## config.mk

```make
export PLATFORM = sky130hd
export DESIGN_NAME = wb_port_arbiter
export DESIGN_NICKNAME = d
export VERILOG_FILES = /design/src/rtl/wb_arb_pkg.sv /design/src/rtl/wb_arb_pick.sv /design/src/rtl/wb_port_arbiter.sv
export SDC_FILE = /design/constraint.sdc
export NUM_CORES = 1
export LEC_CHECK = 0
export ABC_AREA = 1
export BUFFER_PORTS_ARGS = -buffer_cell sky130_fd_sc_hd__buf_2
export CAP_MARGIN = 20
export CORE_AREA = 2 2 197 199
export DETAILED_ROUTE_END_ITERATION = 10
export DIE_AREA = 0 0 199 201
export GPL_TIMING_DRIVEN = 0
export PLACE_DENSITY = 0.35
export SYNTH_ARGS = -nofsm -noshare
export SYNTH_HDL_FRONTEND = slang
export SYNTH_SLANG_ARGS = --single-unit
export TNS_END_PERCENT = 10
```

## constraint.sdc

```tcl
create_clock -name wb_clk -period 3.85 [get_ports wb_clk]
set_input_delay 0.385 -clock wb_clk [delete_from_list [all_inputs] [get_ports wb_clk]]
set_output_delay 0.385 -clock wb_clk [all_outputs]
set_load 0.05 [all_outputs]
```

## src/rtl/wb_arb_pkg.sv

```systemverilog
// Shared constants for the Wishbone port arbiter: CTI codes, port FSM states, header layout.
package wb_arb_pkg;

    localparam logic [2:0] CTI_CLASSIC = 3'b000;
    localparam logic [2:0] CTI_INCR    = 3'b010;
    localparam logic [2:0] CTI_EOB     = 3'b111;

    localparam int HDR_CTI_LSB = 0;
    localparam int HDR_BTE_LSB = 3;
    localparam int HDR_WE_BIT  = 5;
    localparam int HDR_ADR_LSB = 6;

    typedef enum logic [1:0] {
        ST_HDR    = 2'd0,
        ST_WDATA  = 2'd1,
        ST_RDWAIT = 2'd2
    } port_st_e;

    function automatic logic cti_last(input logic [2:0] cti);
        return (cti == CTI_CLASSIC) || (cti == CTI_EOB);
    endfunction

    function automatic int cmd_width(input int aw, input int dw);
        return ((dw + dw / 8) > (aw + 6)) ? (dw + dw / 8) : (aw + 6);
    endfunction

endpackage

```

## src/rtl/wb_arb_pick.sv

```systemverilog
// Rotating first-match picker: searches req starting at ptr, returns one-hot grant and index.
// Purely combinational; zero latency, no backpressure of its own.
module wb_arb_pick #(
    parameter int NPORTS = 4,
    parameter int IW     = 2
) (
    input  logic [NPORTS-1:0] req,
    input  logic [IW-1:0]     ptr,
    output logic [NPORTS-1:0] gnt,
    output logic [IW-1:0]     idx
);

    int            cand;
    logic [IW-1:0] c;

    // Walk the rotation backwards so the earliest requester after ptr is written last.
    always_comb begin
        gnt  = '0;
        idx  = '0;
        cand = 0;
        c    = '0;
        for (int i = NPORTS - 1; i >= 0; i--) begin
            cand = int'(ptr) + i;
            if (cand >= NPORTS) cand = cand - NPORTS;
            c = IW'(cand);
            if (req[c]) begin
                gnt    = '0;
                gnt[c] = 1'b1;
                idx    = c;
            end
        end
    end

endmodule

```

## src/rtl/wb_port_arbiter.sv

```systemverilog
// N-port Wishbone front end serialising headers/write data into one command stream; zero-latency
// combinational grant, cmd_ready_i low holds grant and acks. WB_ARB_RR_EN selects round-robin.
module wb_port_arbiter
    import wb_arb_pkg::*;
#(
    parameter int          NPORTS       = 4,
    parameter int          AW           = 30,
    parameter int          DW           = 32,
    parameter logic [7:0]  HI_PRIO_MASK = 8'h00,
    localparam int         SW           = DW / 8,
    localparam int         CW           = cmd_width(AW, DW)
) (
    input  logic                 wb_clk,
    input  logic                 wb_rst,
    input  logic [NPORTS*DW-1:0] wbs_dat_i,
    input  logic [NPORTS*AW-1:0] wbs_adr_i,
    input  logic [NPORTS*SW-1:0] wbs_sel_i,
    input  logic [NPORTS*3-1:0]  wbs_cti_i,
    input  logic [NPORTS*2-1:0]  wbs_bte_i,
    input  logic [NPORTS-1:0]    wbs_we_i,
    input  logic [NPORTS-1:0]    wbs_cyc_i,
    input  logic [NPORTS-1:0]    wbs_stb_i,
    output logic [NPORTS*DW-1:0] wbs_dat_o,
    output logic [NPORTS-1:0]    wbs_ack_o,
    output logic [CW-1:0]        cmd_dat_o,
    output logic                 cmd_hdr_o,
    output logic [2:0]           cmd_port_o,
    output logic                 cmd_valid_o,
    input  logic                 cmd_ready_i,
    output logic                 cmd_abort_o,
    input  logic [DW-1:0]        rd_dat_i,
    input  logic [2:0]           rd_port_i,
    input  logic                 rd_ack_i
);

    localparam int                IW      = (NPORTS > 1) ? $clog2(NPORTS) : 1;
    localparam logic [NPORTS-1:0] HI_MASK = HI_PRIO_MASK[NPORTS-1:0];

    logic [DW-1:0] dat [NPORTS];
    logic [AW-1:0] adr [NPORTS];
    logic [SW-1:0] sel [NPORTS];
    logic [2:0]    cti [NPORTS];
    logic [1:0]    bte [NPORTS];

    port_st_e          st_q [NPORTS];
    port_st_e          st_d [NPORTS];
    logic              lock_vld_q, lock_vld_d;
    logic [IW-1:0]     lock_port_q, lock_port_d;
    logic              hold_vld_q, hold_vld_d;
    logic [IW-1:0]     hold_port_q, hold_port_d;
    logic [NPORTS-1:0] req, gnt_hi, gnt_lo;
    logic [IW-1:0]     idx_hi, idx_lo, ptr, gp, sp;
    logic              use_hold, any_req;
    logic [CW-1:0]     hdr_word, data_word;

    for (genvar p = 0; p < NPORTS; p++) begin : g_port
        assign dat[p] = wbs_dat_i[p*DW +: DW];
        assign adr[p] = wbs_adr_i[p*AW +: AW];
        assign sel[p] = wbs_sel_i[p*SW +: SW];
        assign cti[p] = wbs_cti_i[p*3 +: 3];
        assign bte[p] = wbs_bte_i[p*2 +: 2];
        assign req[p] = (st_q[p] == ST_HDR) && wbs_cyc_i[p] && wbs_stb_i[p];
        assign wbs_dat_o[p*DW +: DW] = rd_dat_i;
    end

`ifdef WB_ARB_RR_EN
    logic [IW-1:0] ptr_q, ptr_d;
    assign ptr = ptr_q;
`else
    assign ptr = '0;
`endif

    wb_arb_pick #(.NPORTS(NPORTS), .IW(IW)) u_pick_hi (
        .req (req & HI_MASK),
        .ptr (ptr),
        .gnt (gnt_hi),
        .idx (idx_hi)
    );

    wb_arb_pick #(.NPORTS(NPORTS), .IW(IW)) u_pick_lo (
        .req (req & ~HI_MASK),
        .ptr (ptr),
        .gnt (gnt_lo),
        .idx (idx_lo)
    );

    // A header stalled by cmd_ready_i keeps its grant even if a better request shows up.
    assign use_hold = hold_vld_q && req[hold_port_q];
    assign any_req  = use_hold || (|gnt_hi) || (|gnt_lo);
    assign gp       = use_hold ? hold_port_q : ((|gnt_hi) ? idx_hi : idx_lo);
    assign sp       = lock_vld_q ? lock_port_q : gp;

    always_comb begin
        hdr_word = '0;
        hdr_word[HDR_CTI_LSB +: 3]  = cti[sp];
        hdr_word[HDR_BTE_LSB +: 2]  = bte[sp];
        hdr_word[HDR_WE_BIT]        = wbs_we_i[sp];
        hdr_word[HDR_ADR_LSB +: AW] = adr[sp];
    end

    assign data_word = CW'({dat[sp], sel[sp]});

    always_comb begin
        st_d        = st_q;
        lock_vld_d  = lock_vld_q;
        lock_port_d = lock_port_q;
        hold_vld_d  = 1'b0;
        hold_port_d = hold_port_q;
`ifdef WB_ARB_RR_EN
        ptr_d       = ptr_q;
`endif
        cmd_valid_o = 1'b0;
        cmd_abort_o = 1'b0;
        cmd_hdr_o   = !lock_vld_q;
        cmd_port_o  = 3'(sp);
        cmd_dat_o   = lock_vld_q ? data_word : hdr_word;
        wbs_ack_o   = '0;

        if (lock_vld_q) begin
            if (!wbs_cyc_i[lock_port_q]) begin
                cmd_abort_o             = 1'b1;
                st_d[lock_port_q]       = ST_HDR;
                lock_vld_d              = 1'b0;
            end else begin
                cmd_valid_o = wbs_stb_i[lock_port_q];
                if (cmd_valid_o && cmd_ready_i) begin
                    wbs_ack_o[lock_port_q] = 1'b1;
                    if (cti_last(cti[lock_port_q])) begin
                        st_d[lock_port_q] = ST_HDR;
                        lock_vld_d        = 1'b0;
                    end
                end
            end
        end else if (any_req) begin
            cmd_valid_o = 1'b1;
            if (cmd_ready_i) begin
                if (wbs_we_i[gp]) begin
                    st_d[gp]    = ST_WDATA;
                    lock_vld_d  = 1'b1;
                    lock_port_d = gp;
                end else begin
                    st_d[gp] = ST_RDWAIT;
                end
`ifdef WB_ARB_RR_EN
                ptr_d = (gp == IW'(NPORTS - 1)) ? '0 : gp + 1'b1;
`endif
            end else begin
                hold_vld_d  = 1'b1;
                hold_port_d = gp;
            end
        end

        // Read return never touches the command stream, so it can ack alongside a write beat.
        for (int p = 0; p < NPORTS; p++) begin
            if (st_q[p] == ST_RDWAIT) begin
                if (!wbs_cyc_i[p]) begin
                    st_d[p] = ST_HDR;
                end else if (rd_ack_i && (rd_port_i == 3'(p))) begin
                    wbs_ack_o[p] = 1'b1;
                    if (cti_last(cti[p])) st_d[p] = ST_HDR;
                end
            end
        end

        if (wb_rst) begin
            cmd_valid_o = 1'b0;
            cmd_abort_o = 1'b0;
            wbs_ack_o   = '0;
        end
    end

    always_ff @(posedge wb_clk) begin
        if (wb_rst) begin
            for (int p = 0; p < NPORTS; p++) st_q[p] <= ST_HDR;
            lock_vld_q  <= 1'b0;
            lock_port_q <= '0;
            hold_vld_q  <= 1'b0;
            hold_port_q <= '0;
`ifdef WB_ARB_RR_EN
            ptr_q       <= '0;
`endif
        end else begin
            st_q        <= st_d;
            lock_vld_q  <= lock_vld_d;
            lock_port_q <= lock_port_d;
            hold_vld_q  <= hold_vld_d;
            hold_port_q <= hold_port_d;
`ifdef WB_ARB_RR_EN
            ptr_q       <= ptr_d;
`endif
        end
    end

endmodule
```

# Word level (Yosys, flattened, before mapping)

Cells that the tools add are included.

Register bits: 14
Output and inout port bits: 174
Logic and storage cells: 181

Order comparisons: 10
Eq/ne operators: 12
Multiplexer cells: 99
Bitwise logic cells: 14
Reductions and logical operators: 38

Operators by type and width:

| kind                                                | count |
|---|---|
| binary-select mux 32 bit (select 2 bit)             | 1 |
| 2-to-1 mux 32 bit                                   | 2 |
| binary-select mux 30 bit (select 2 bit)             | 1 |
| 2-to-1 mux 30 bit                                   | 2 |
| 2-to-1 mux 8 bit                                    | 7 |
| 2-to-1 mux 2 bit                                    | 26 |
| 2-to-1 mux 4 bit                                    | 10 |
| 2-to-1 mux 36 bit                                   | 1 |
| 2-to-1 mux 1 bit                                    | 33 |
| zero test 3 bit                                     | 6 |
| logical AND 1 bit                                   | 17 |
| equality test 3 bit (second input constant)         | 5 |
| binary-select mux 3 bit (select 2 bit)              | 2 |
| < comparator 2 x 3 -> 1 bit (second input constant) | 4 |
| 2-to-1 mux 3 bit                                    | 4 |
| binary-select mux 1 bit (select 2 bit)              | 5 |
| >= comparator 3 bit (second input constant)         | 3 |
| NOT 2 -> 3 bit                                      | 3 |
| AND 4 bit                                           | 2 |
| AND 8 bit                                           | 1 |
| binary-select mux 4 bit (select 2 bit)              | 1 |
| demux 2 bit (select 2 bit)                          | 2 |
| equality test 2 bit (second input constant)         | 4 |
| zero test 2 bit                                     | 4 |
| 16 further kinds                                    | 27 |

# Longest topological paths before layout

Depth in word-level cells: 23
Depth in mapped cells: 19
Mapped depth without buffers: 17

# Modules after synthesis

From an unflattened synthesis, not the netlist that was laid out.

Cell total of the unflattened synthesis: 1533
Area total of the unflattened synthesis: 7324.5 µm²

By module, submodules not included:

| module                   | instances | cells an instance | area each (µm²) |
|---|---|---|---|
| wb_port_arbiter          | 1         | 1368              | 6408.6 |
| wb_arb_pick at u_pick_hi | 1         | 83                | 457.9 |
| wb_arb_pick at u_pick_lo | 1         | 82                | 457.9 |

# Worst setup path after synthesis

Ideal clock, no wire load.

Kind: reg2out
From: register lock_vld_q
To: output port wbs_ack_o[2]
Arrival time: 2.824 ns
Required time: 3.465 ns
Setup slack: 0.641 ns
Cell stages (with the launch flop): 7
Path buffers: 2
Cell sequence: dfxtp_1 > clkbuf_1 > inv_1 > clkbuf_1 > nor2_1 > inv_1 > o41ai_1

Word-level cells in the longest chain between the ends: 5

RTL lines:

| element                | RTL line               | text |
|---|---|---|
| start, declared        | wb_port_arbiter.sv:47  | `logic lock_vld_q, lock_vld_d;` |
| start signal, assigned | wb_port_arbiter.sv:184 | `lock_vld_q <= lock_vld_d;` |
| 2-to-1 mux 4 bit (*)   | wb_port_arbiter.sv:119 | `if (lock_vld_q) begin` |
| 2-to-1 mux 1 bit       | wb_port_arbiter.sv:158 | `end else if (rd_ack_i && (rd_port_i == 3'(p))) begin` |
| 2-to-1 mux 1 bit       | wb_port_arbiter.sv:156 | `if (!wbs_cyc_i[p]) begin` |
| 2-to-1 mux 1 bit (*)   | wb_port_arbiter.sv:155 | `if (st_q[p] == ST_RDWAIT) begin` |
| 2-to-1 mux 4 bit (*)   | wb_port_arbiter.sv:165 | `if (wb_rst) begin` |
| end, declared          | wb_port_arbiter.sv:24  | `output logic [NPORTS-1:0] wbs_ack_o,` |

Mark *: on every way between the ends. The rest lies on a longest branch, timed or not.

# Worst setup path in the final report

From: register st_q[6] (netlist name)
To: output port cmd_dat_o[35]

Word-level cells in the longest chain between the ends: 13
Elaborated cells on any way between the ends: 17
Those cells by class: mux: 12; bitwise: 1; reduce/logical: 4

RTL lines:

| element                                                                                                   | RTL line                                      | text |
|---|---|---|
| start, declared                                                                                           | wb_port_arbiter.sv:45                         | `port_st_e st_q [NPORTS];` |
| start signal, assigned                                                                                    | wb_port_arbiter.sv:183                        | `st_q <= st_d;` |
| zero test 2 bit (*)                                                                                       | wb_port_arbiter.sv:62                         | `assign req[p] = (st_q[p] == ST_HDR) && wbs_cyc_i[p] && wbs_stb_i[p];` |
| logical AND 1 bit (*) (2 in a row)                                                                        | wb_port_arbiter.sv:62                         |  |
| binary-select mux 1 bit (select 2 bit)                                                                    | wb_port_arbiter.sv:88                         | `assign use_hold = hold_vld_q && req[hold_port_q];` |
| 2-to-1 mux 1 bit (not written as such)                                                                    | wb_port_arbiter.sv:88                         |  |
| logical AND 1 bit                                                                                         | wb_port_arbiter.sv:88                         |  |
| 2-to-1 mux 2 bit (*)                                                                                      | wb_port_arbiter.sv:90                         | `assign gp = use_hold ? hold_port_q : ((\|gnt_hi) ? idx_hi : idx_lo);` |
| 2-to-1 mux 2 bit (*)                                                                                      | wb_port_arbiter.sv:91                         | `assign sp = lock_vld_q ? lock_port_q : gp;` |
| NOT 2 -> 3 bit (not written as such) (*)                                                                  | wb_port_arbiter.sv:98, wb_port_arbiter.sv:101 |  |
| binary-select mux 30 bit (select 2 bit) / binary-select mux 32 bit (select 2 bit) (equally long branches) | wb_port_arbiter.sv:98, wb_port_arbiter.sv:101 |  |
| 2-to-1 mux 30 bit (not written as such) / 2-to-1 mux 32 bit (equally long branches) (2 in a row)          | wb_port_arbiter.sv:98, wb_port_arbiter.sv:101 |  |
| 2-to-1 mux 36 bit (*)                                                                                     | wb_port_arbiter.sv:116                        | `cmd_dat_o = lock_vld_q ? data_word : hdr_word;` |
| end, declared                                                                                             | wb_port_arbiter.sv:25                         | `output logic [CW-1:0] cmd_dat_o,` |

Mark *: on every way between the ends. The rest lies on a longest branch, timed or not. The select of a mux whose other input is x is not followed.

==> out/qor.json <==
{
  "critical_path": {
    "worst_ep_arrival_time_ns": 3.23,
    "r2r-end": "lock_port_q[1]$_SDFFE_PP0P_",
    "cell_with_the_biggest_individual_delay_on_the_critical_path": "sky130_fd_sc_hd__o21ai_4",
    "reg2reg_slack_ns": 1.62,
    "worst-setup-path-type": "reg2out",
    "register_to_register_path_depth": 10,
    "crit_path_start": "st_q[6]$_SDFF_PP0_",
    "worst_path_most_repeated_cell": "sky130_fd_sc_hd__nand2_1",
    "critical_path.startpoint_type": "register",
    "worst_path_largest_cell_delay_ns": 0.36,
    "worst_ep_required_time_ns": 3.46,
    "crit_path_end_kind": "output port",
    "critical_path.reg2reg.startpoint": "st_q[6]$_SDFF_PP0_",
    "path_max_fanout": 10,
    "crit_path_cell_trace": "nor2_1, nand4_1, nand3_1, nand3_2, nand2_2, nand2_2, o21ai_4, buf_4, clkbuf_4, o211ai_1, nand2_1, nand2_1, nand2_1, buf_2"
  },
  "die": {
    "effective_utilization_at_floorplan_pct": 14.2,
    "floorplan.core_area_um2": 38100,
    "floorplan.die.height_um": 201,
    "num_io_pins": 509,
    "rows": 72,
    "die_w_um": 199,
    "dieArea_um2": 40000
  },
  "cts": {
    "post_cts_hold_buffer_count": 0,
    "numClockSinks": 14,
    "clkTransAtPathRegs_ns": 0.05,
    "cts_max_level": 1,
    "worst_skew_late_latency_ns": 0.24,
    "clk_path_buf_depth": 2,
    "cts-buffers-inserted": 3,
    "cts_tree": "done",
    "cts_root_buf": "sky130_fd_sc_hd__clkbuf_16"
  },
  "synth": {
    "synth_edf_count": 0,
    "synth_warnings": 0,
    "yosysUniqueCellTypes": 31,
    "post_synth_main_area_contributors": "sky130_fd_sc_hd__nand2_1, sky130_fd_sc_hd__buf_4, sky130_fd_sc_hd__o211ai_1, sky130_fd_sc_hd__inv_1, sky130_fd_sc_hd__dfxtp_1",
    "synth_seq_area_share_pct": 5.17,
    "synth_top_area_share_pct": 40.9,
    "synth.net_count": 1445,
    "ys.flop_type": "sky130_fd_sc_hd__dfxtp_1",
    "synth_area_per_cell_um2": 4.88,
    "post_synth_inst_count": 1110,
    "synth_largest_area_cell": "sky130_fd_sc_hd__nand2_1",
    "total_of_flip_flops_plus_latches_after_synthesis": 14,
    "syn_area_um2": 5420,
    "share_of_flip_flops_with_an_asynchronous_set_or_reset_after_synthesis_pct": 0
  },
  "layout": {
    "layout-drive-gt1-share_pct": 41.2,
    "final_common_cell": "sky130_fd_sc_hd__nand2_1",
    "layout_common_cells": "sky130_fd_sc_hd__nand2_1, sky130_fd_sc_hd__buf_2, sky130_fd_sc_hd__buf_4, sky130_fd_sc_hd__inv_1, sky130_fd_sc_hd__o211ai_1",
    "post_synthesis_to_final_layout_area_growth_pct": 58.6,
    "stdcell_area_um2": 8590,
    "layoutNonFillerInstCount": 2119,
    "layout_net_count": 1929
  },
  "placement": {
    "placed_cells_incl_taps": 2103,
    "finalWeightedCongestion": 0.821,
    "place_worst_setup_slack_ns": 0.147,
    "port_buffers": 475,
    "half_perimeter_wire_length_of_the_detailed_placement_result_um": 30100,
    "dpl_cell_area_um2": 8440
  },
  "grt": {
    "met1_usage_pct": 20.2,
    "gr_met2_demand_resource_pct": 30.3,
    "globalRouteOverflowTotal": 0,
    "antenna_found_initial": 13,
    "grt_util_met3_pct": 3.24,
    "number_of_global_route_vias_before_repair": 8059,
    "grt_start_max_net_pins": 11,
    "groute.usage.overall_pct": 16.5,
    "grt_first_pass_wirelength_um": 49800,
    "gr-max-usage-layer": "met2"
  },
  "pwr": {
    "combinationalPowerShare_pct": 88.9,
    "p_leak_nw": 5.38,
    "report.power.total_mw": 3.38,
    "clk_network_pwr_share_pct": 5.9,
    "swShare_pct": 66.6,
    "power_per_cell_area_nw_per_um2": 393,
    "switching_power_mw": 2.25,
    "intPower_mw": 1.13,
    "ir_drop_mv": 0.167,
    "power.share.sequential_pct": 5.2
  },
  "timing": {
    "slew_headroom_pct": 49.2,
    "finalHoldViolations": 0,
    "fmax_mhz": 276,
    "setup_viol": 0,
    "grt_setup_unrepaired": "no",
    "fin_setup_tns_ns": 0,
    "timing_worst_slew_pin_value_ns": 0.762,
    "slew_viol_final": 0,
    "post-route-min-period_ns": 3.62,
    "finalWorstSetupSlack_ns": 0.232,
    "min_period_over_period_pct": 94.0,
    "skew_ns": 0.00219
  },
  "detailed_routing": {
    "detail_route.iter0.violations": 308,
    "num_vias": 8247,
    "drcViolationCount": 0,
    "wl_um": 35300,
    "ant_nets": 0,
    "drt-vias-per-instance": 3.89,
    "drt-pass1-iter-count": 5,
    "wl_per_cell_um": 16.7
  },
  "run": {
    "timing.max_cap.violations": 0
  },
  "hold_path": {
    "hold_depth": 2,
    "min-delay-path-class": "in2reg",
    "hold_ep": "hold_vld_q$_SDFF_PP0_",
    "hold_start": "cmd_ready_i"
  },
  "outcome": {
    "outcome": "finished, final reports clean"
  }
}
## how the worst max path moves through the flow
stage | slack [ns] | cells after the start | endpoint
floorplan | 0.64 | 6 | wbs_ack_o[2]
global placement | 0.13 | 17 | cmd_dat_o[1]
detailed placement | 0.15 | 17 | cmd_dat_o[1]
CTS | 0.01 | 15 | cmd_dat_o[35]
global route | 0.02 | 13 | cmd_dat_o[5]
finish | 0.23 | 14 | cmd_dat_o[35]
## final cells by class
class                      count  area [µm²]
fill                        4609       29500
multi-input combinational    793        3460
timing repair buffer         478        2400
buffer                       185        1250
tap                          518         648
inverter                     119         449
sequential                    14         280
clock buffer                   3        75.1
antenna                        9        22.5
## timing repair
action | in CTS | in global routing
gates cloned | 0 | 1
setup endpoints to repair | 2 | 31
buffers inserted | 0 | 3
gates resized for setup | 2 | 21
pin swaps | 0 | 1
## cells by family (layout without fill, tap and decap cells)
logic type             after synthesis  count (layout)  share of synthesized area [%]
AND/OR/NAND/NOR                    674             674                           48.6
buffers and inverters              304             785                           31.0
AO/OA/AOI/OAI                      117             118                           15.2
flip-flops                          14              14                           5.17
other                                1              10                         0.0692
## per-stage QoR
stage | hold slack [ns] | utilization (%)
floorplan | 0.464 | -
global placement | 0.494 | 22.2
detailed placement | 0.492 | 22.2
CTS | 0.468 | 22.4
global route | 0.491 | 22.5
finish | 0.481 | 22.6
## flip-flops by register name (all words and copies together), names as in the netlist
signal and count:
lock_port_q 2, hold_port_q 2, st_q 8, lock_vld_q 1, hold_vld_q 1
## metal layers
metal | up-vias | routed length (µm)
li1 | 4289 | -
met1 | 3636 | 14900
met2 | 298 | 17500
met3 | 16 | 2730
met4 | 8 | 134
met5 | - | 60
## cells in the mapped netlist, types with 3 or more instances
cell type	instances
sky130_fd_sc_hd__buf_2	15
sky130_fd_sc_hd__nor3_1	6
sky130_fd_sc_hd__buf_4	139
sky130_fd_sc_hd__nor2_1	26
sky130_fd_sc_hd__nand4_1	12
sky130_fd_sc_hd__a21oi_1	15
sky130_fd_sc_hd__o22ai_1	3
sky130_fd_sc_hd__clkbuf_1	26
sky130_fd_sc_hd__buf_1	5
sky130_fd_sc_hd__o211ai_1	74
sky130_fd_sc_hd__nor4_1	3
sky130_fd_sc_hd__nand2_1	591
sky130_fd_sc_hd__inv_1	115
sky130_fd_sc_hd__nand3_1	31
sky130_fd_sc_hd__o21ai_0	14
sky130_fd_sc_hd__dfxtp_1	14
## power groups by stage
stage	clock network (mW)	logic (mW)	registers (mW)
2_1_floorplan	0	2.08	0.174
4_1_cts	0.200	3.04	0.176
3_5_place_dp	0	3.03	0.178
3_3_place_gp	0	3.03	0.178
5_1_grt	0.208	3.30	0.179
6_report	0.199	3.01	0.176
## critical path: cells and delay by family, from the launching register on
| kind | cells | cell delay [ns] |
|---|---|---|
| flip-flops | 1 | 0.35 |
| buffers and inverters | 3 | 0.89 |
| AO/OA/AOI/OAI | 2 | 0.47 |
| AND/OR/NAND/NOR | 9 | 1.27 |
Power figures use the tool's default switching activity.
